<file path="src/rtl/unsigned_calc_pkg.sv">
// Shared constants, cursor payload and FSM state type for the 7A-3B+6C inverse solver.
// Also used by the UNSIGNED_CALC_SOLVER_ITER_EN build (iteration-count width W_ITER).
package unsigned_calc_pkg;

    localparam int unsigned W_IN   = 4;
    localparam int unsigned W_OUT  = 9;
    localparam int unsigned W_ACC  = 10;
    localparam int unsigned W_IDX  = 3 * W_IN;
    localparam int unsigned W_ITER = W_IDX + 1;

    localparam int KA     = 7;
    localparam int KB     = 3;
    localparam int KC     = 6;
    localparam int OP_MAX = 15;

    // V change for each carry pattern of the C-fastest scan order
    localparam int DELTA_C = KC;
    localparam int DELTA_B = -(KC * OP_MAX) - KB;
    localparam int DELTA_A = -(KC * OP_MAX) + (KB * OP_MAX) + KA;

    localparam logic [W_IN-1:0]   OP_MAX_U     = W_IN'(OP_MAX);
    localparam logic [W_ITER-1:0] ITER_NOTFOUND = W_ITER'(1 << W_IDX);

    typedef enum logic [1:0] {
        IDLE   = 2'd0,
        SEARCH = 2'd1,
        DONE   = 2'd2
    } state_e;

    // Current search point: operands plus running value V = 7a - 3b + 6c
    typedef struct packed {
        logic [W_IN-1:0]         a;
        logic [W_IN-1:0]         b;
        logic [W_IN-1:0]         c;
        logic signed [W_ACC-1:0] v;
    } cursor_t;

    function automatic logic signed [W_ACC-1:0] sext_target(input logic signed [W_OUT-1:0] t);
        return W_ACC'(t);
    endfunction

endpackage

</file>
<file path="src/rtl/unsigned_calc_step_v.sv">
// Combinational successor of a search cursor; V advances by constant deltas only.
module unsigned_calc_step_v
    import unsigned_calc_pkg::*;
(
    input  cursor_t cur_i,
    output cursor_t nxt_c_o,
    output logic    last_c_o
);

    localparam logic signed [W_ACC-1:0] D_C = W_ACC'(DELTA_C);
    localparam logic signed [W_ACC-1:0] D_B = W_ACC'(DELTA_B);
    localparam logic signed [W_ACC-1:0] D_A = W_ACC'(DELTA_A);

    logic c_max;
    logic b_max;
    logic a_max;

    assign c_max = (cur_i.c == OP_MAX_U);
    assign b_max = (cur_i.b == OP_MAX_U);
    assign a_max = (cur_i.a == OP_MAX_U);

    always_comb begin
        nxt_c_o  = cur_i;
        last_c_o = a_max && b_max && c_max;
        if (!c_max) begin
            nxt_c_o.c = cur_i.c + W_IN'(1);
            nxt_c_o.v = cur_i.v + D_C;
        end else if (!b_max) begin
            nxt_c_o.c = '0;
            nxt_c_o.b = cur_i.b + W_IN'(1);
            nxt_c_o.v = cur_i.v + D_B;
        end else begin
            nxt_c_o.c = '0;
            nxt_c_o.b = '0;
            nxt_c_o.a = cur_i.a + W_IN'(1);
            nxt_c_o.v = cur_i.v + D_A;
        end
    end

endmodule

</file>
<file path="src/rtl/unsigned_calc_solver_v.sv">
// Sequential search for the first (A,B,C) with 7A-3B+6C == target, C fastest.
// Optional UNSIGNED_CALC_SOLVER_ITER_EN adds o_iter (indices tested per search).
module unsigned_calc_solver_v
    import unsigned_calc_pkg::*;
(
    input  logic                    i_clk,
    input  logic                    i_rst,
    input  logic                    i_start,
    input  logic signed [W_OUT-1:0] i_target,
    output logic                    o_busy,
    output logic                    o_done,
    output logic                    o_found,
    output logic [W_IN-1:0]         o_au,
    output logic [W_IN-1:0]         o_bu,
    output logic [W_IN-1:0]         o_cu
`ifdef UNSIGNED_CALC_SOLVER_ITER_EN
    ,
    output logic [W_ITER-1:0]       o_iter
`endif
);

    state_e                  state_q, state_d;
    cursor_t                 cur_q, cur_d;
    logic signed [W_ACC-1:0] target_q, target_d;
    logic                    busy_q, busy_d;
    logic                    done_q, done_d;
    logic                    found_q, found_d;
    logic [W_IN-1:0]         au_q, au_d;
    logic [W_IN-1:0]         bu_q, bu_d;
    logic [W_IN-1:0]         cu_q, cu_d;
`ifdef UNSIGNED_CALC_SOLVER_ITER_EN
    logic [W_ITER-1:0]       iter_q, iter_d;
    logic [W_IDX-1:0]        idx;
`endif

    cursor_t step_nxt;
    logic    step_last;
    logic    hit;

    unsigned_calc_step_v u_step (
        .cur_i    (cur_q),
        .nxt_c_o  (step_nxt),
        .last_c_o (step_last)
    );

    assign hit = (cur_q.v == target_q);
`ifdef UNSIGNED_CALC_SOLVER_ITER_EN
    assign idx = {cur_q.a, cur_q.b, cur_q.c};
`endif

    always_ff @(posedge i_clk or posedge i_rst) begin
        if (i_rst) begin
            state_q  <= IDLE;
            cur_q    <= '0;
            target_q <= '0;
            busy_q   <= 1'b0;
            done_q   <= 1'b0;
            found_q  <= 1'b0;
            au_q     <= '0;
            bu_q     <= '0;
            cu_q     <= '0;
`ifdef UNSIGNED_CALC_SOLVER_ITER_EN
            iter_q   <= '0;
`endif
        end else begin
            state_q  <= state_d;
            cur_q    <= cur_d;
            target_q <= target_d;
            busy_q   <= busy_d;
            done_q   <= done_d;
            found_q  <= found_d;
            au_q     <= au_d;
            bu_q     <= bu_d;
            cu_q     <= cu_d;
`ifdef UNSIGNED_CALC_SOLVER_ITER_EN
            iter_q   <= iter_d;
`endif
        end
    end

    // Next state plus result latching; results stay held between searches
    always_comb begin
        state_d  = state_q;
        cur_d    = cur_q;
        target_d = target_q;
        done_d   = 1'b0;
        found_d  = found_q;
        au_d     = au_q;
        bu_d     = bu_q;
        cu_d     = cu_q;
`ifdef UNSIGNED_CALC_SOLVER_ITER_EN
        iter_d   = iter_q;
`endif
        unique case (state_q)
            IDLE: begin
                if (i_start) begin
                    state_d  = SEARCH;
                    cur_d    = '0;
                    target_d = sext_target(i_target);
                end
            end
            SEARCH: begin
                if (hit) begin
                    state_d = DONE;
                    done_d  = 1'b1;
                    found_d = 1'b1;
                    au_d    = cur_q.a;
                    bu_d    = cur_q.b;
                    cu_d    = cur_q.c;
`ifdef UNSIGNED_CALC_SOLVER_ITER_EN
                    iter_d  = W_ITER'(idx) + W_ITER'(1);
`endif
                end else if (step_last) begin
                    state_d = DONE;
                    done_d  = 1'b1;
                    found_d = 1'b0;
                    au_d    = '0;
                    bu_d    = '0;
                    cu_d    = '0;
`ifdef UNSIGNED_CALC_SOLVER_ITER_EN
                    iter_d  = ITER_NOTFOUND;
`endif
                end else begin
                    cur_d = step_nxt;
                end
            end
            DONE: begin
                state_d = IDLE;
            end
            default: begin
                state_d = IDLE;
            end
        endcase
        busy_d = (state_d == SEARCH);
    end

    assign o_busy  = busy_q;
    assign o_done  = done_q;
    assign o_found = found_q;
    assign o_au    = au_q;
    assign o_bu    = bu_q;
    assign o_cu    = cu_q;
`ifdef UNSIGNED_CALC_SOLVER_ITER_EN
    assign o_iter  = iter_q;
`endif

endmodule

</file>
<file path="config.mk">
export PLATFORM = sky130hd
export DESIGN_NAME = unsigned_calc_solver_v
export DESIGN_NICKNAME = d
export VERILOG_FILES = /design/src/rtl/unsigned_calc_pkg.sv /design/src/rtl/unsigned_calc_step_v.sv /design/src/rtl/unsigned_calc_solver_v.sv
export SDC_FILE = /design/constraint.sdc
export NUM_CORES = 1
export LEC_CHECK = 0
export ABC_CLOCK_PERIOD_IN_PS = 4700
export CAP_MARGIN = 20
export CORE_UTILIZATION = 55
export DETAILED_ROUTE_END_ITERATION = 10
export MAX_ROUTING_LAYER = met4
export PLACE_DENSITY = 0.78
export SYNTH_ARGS = -nofsm -noshare
export SYNTH_HDL_FRONTEND = slang
export SYNTH_HIERARCHICAL = 1
export SYNTH_SLANG_ARGS = --single-unit
</file>
<file path="constraint.sdc">
create_clock -name i_clk -period 4.7 [get_ports i_clk]
set_input_delay 0.94 -clock i_clk [delete_from_list [all_inputs] [get_ports i_clk]]
set_output_delay 0.94 -clock i_clk [all_outputs]
set_load 0.1 [all_outputs]
</file>
==> out/results.ini <==
[clock_tree]
cts_setup_buffers=0
cts_made_buffers=5
path_clk_slew_ns=0.09
clkSinkCount=48
cts_tree=done
cts_resized=0
cts-root-buf=clkbuf_8
cts_hold_buffers=0
cts_htree_levels=2
clockBufferDepth=2
clkLatencyLatePin_ns=0.29

[global_route]
grt_use_total=0.212
antenna_found_initial=0
grt_pass1_vias=1726
grt_pass1_wl_um=8280
grt_overflow=0
grt_max_degree=49

[placement]
place.gp.congestion=0.859
io_buffers=26
dp_hpwl_um=3360

[worst_setup_path]
critPathMaxStageDelay_ns=1.13
critPathBufInv=1
end_kind=output port
worst_path_max_delay_cell=clkdlybuf4s50_1
path_depth=1
r2r_cells=10
cp.arrival_ns=1.79
worstSetupPathType=reg2out
crit_family=buffers and inverters
critPathLaunchType=flop
path_cells=clkdlybuf4s50_1
crit_path_max_fanout=2
required_ns=3.76

[worst_hold_path]
hold_path_depth=2
hold_class=reg2reg

[drt]
routedLengthMet1_um=2430
met3RoutedLength_um=221
vias_per_cell=5.86
drc=0
drt_iter0_drc=119
met2_length_um=2290
drt_wl_total_um=5000
wl_per_cell_um=15.0
drt-pass1-iter-count=4
routed.top_layer=met4
ant_nets=0
vias=1958

[sta]
skew_ns=0.00365
slew-limit-headroom=0.353
finalHoldViolations=0
hold_ws_ns=0.481
period_minus_slack_ns=2.73
finalSetupTns_ns=0
tightest_slew_ns=0.968
min_period_over_period=0.582
rsz0062_at_grt=no
setup_viol=0
fmax_ghz=0.366
slew_viol_final=0

[final_layout]
antennaDiodeCount=0
nNetsFinal=301
drive_gt1_frac=0.0993
area_delta_synth_final_pct=15.1

[synth]
syn_nets=278
seq_area_frac_synth=0.452
yosysTopAreaCellShare=0.452
synth_warnings=6
synthCells=258
synth_area_mm2=0.00266
ys_ff_latch=48
synth_area_leaders=dfrtp_1 45%, a22o_1 7.2%, xnor2_1 5.6%
synth_cell_type_count=43
synth_area_leader_cell=dfrtp_1
synth.avg_cell_area_um2=10.3

[status]
outcome=finished, final reports clean

[floorplan]
core_area_mm2=0.00450
ios=27
die_h_um=71.5
die_w_um=71.5
rows=24
initial_core_util=0.590
die-area_mm2=0.00512

[power]
power_leakage_nw=1.44
p_per_area_mw_per_mm2=592
ir_worst_vdd_uv=278

[flow_run]
cap_violations=0

==> synthesized netlist by cell type (all sizes together) <==
cell type  instances
nand3              7
or4                1
o2bb2ai            1
ha                 8
o311a              1
nor3               2
nor2               6
a211o              2
nand4b             2
xnor2             17
mux2i             13
nand2             31
and3               3
mux2              11
nand2b             3
or4b               1
a21oi              8
or3                1
xor2               4
and4               1
a31oi              3
o31ai              2
a211oi             1
o2111a             1
a21o               2
a2111oi            1
a21boi             1
and4b              1
dfrtp             48
nand4              5
buf                6
clkbuf             7
a221oi             1
o211ai             3
nor2b              1
inv               21
o21ai              8
a22o              22
nor3b              1
==> where the power goes <==
group | total [mW] | switching [mW] | internal, mW | leakage (nW)
clock | 0.292 | 0.134 | 0.158 | 0.0552
sequential | 0.741 | 0.196 | 0.545 | 0.613
combinational | 0.778 | 0.416 | 0.362 | 0.773
total | 1.81 | 0.746 | 1.06 | 1.44
==> layout by cell type (no fill, tap or decap), types with 2 or more instances in the layout <==
cell type        count
xor2_1               4
nand3_2              2
a31oi_1              3
a211o_1              2
dfrtp_1             48
and3_1               3
nand4b_1             2
clkbuf_8             5
nand4_1              5
ha_1                 8
a21oi_1              8
o211ai_1             3
xnor2_1             17
a22o_1              22
o21ai_0              8
nor3_1               2
o31ai_2              2
mux2_2              11
nand2_1             31
inv_1               20
clkdlybuf4s50_1     26
nand3_1              5
nor2_1               6
nand2b_1             3
mux2i_1             13
==> registers in the layout, summed over array words and instances (netlist names) <==
| name | count |
|---|---|
| o_cu | 4 |
| cur_q | 22 |
| o_bu | 4 |
| o_busy | 1 |
| target_q | 9 |
| o_au | 4 |
| o_done | 1 |
| o_found | 1 |
| state_q | 2 |
==> per-stage QoR <==
stage	util	setup WS (ns)	power, mW	cell area [µm²]	cells
after detailed placement	0.650	1.74	1.52	2930	324
after CTS	0.674	1.95	1.82	3040	332
after global routing	0.679	1.76	1.93	3060	334
final	0.679	1.97	1.81	3060	334
after floorplan	-	2.62	1.35	2660	258
after global placement	0.650	1.80	1.50	2930	324
==> area by class of cell <==
class / instances / area, µm²
clock buffers: 6 / 72.6
clock inverters: 2 / 35.0
fillers: 375 / 1440
inverters: 21 / 78.8
multi-input cells: 176 / 1320
flip-flops and latches: 48 / 1200
well taps: 52 / 65.1
repair buffers: 29 / 293
==> metal layers <==
metal  up-vias  global-route usage
met3         5              0.0338
met4         0              0.0523
met2        56               0.325
met5         -                   -
met1       937               0.299
li1        960                   -
==> cell families (layout without fill, tap and decap cells) <==
family                     Yosys count  after routing  synth area share
and+or+nand+nor                     66             66             0.128
adders and majority gates            8              8            0.0376
AOI/OAI and AO/OA                   57             57             0.162
DFF                                 48             48             0.452
xor gates and xnor gates            21             21            0.0692
muxes                               24             24            0.0955
buffers and inverters               34             58            0.0555
==> final timing paths <==
path	start	endpoint	slack [ns]
setup / recovery	o_bu[0]	o_bu[0]	1.97
hold reg to reg	o_found	o_found	0.48
max in group asynchronous	i_rst	o_busy	3.44
min in group asynchronous	i_rst	o_done	0.83
hold / removal	o_found	o_found	0.48
setup reg to reg	cur_q[10]	cur_q[17]	2.04
Power figures use the tool's default switching activity.
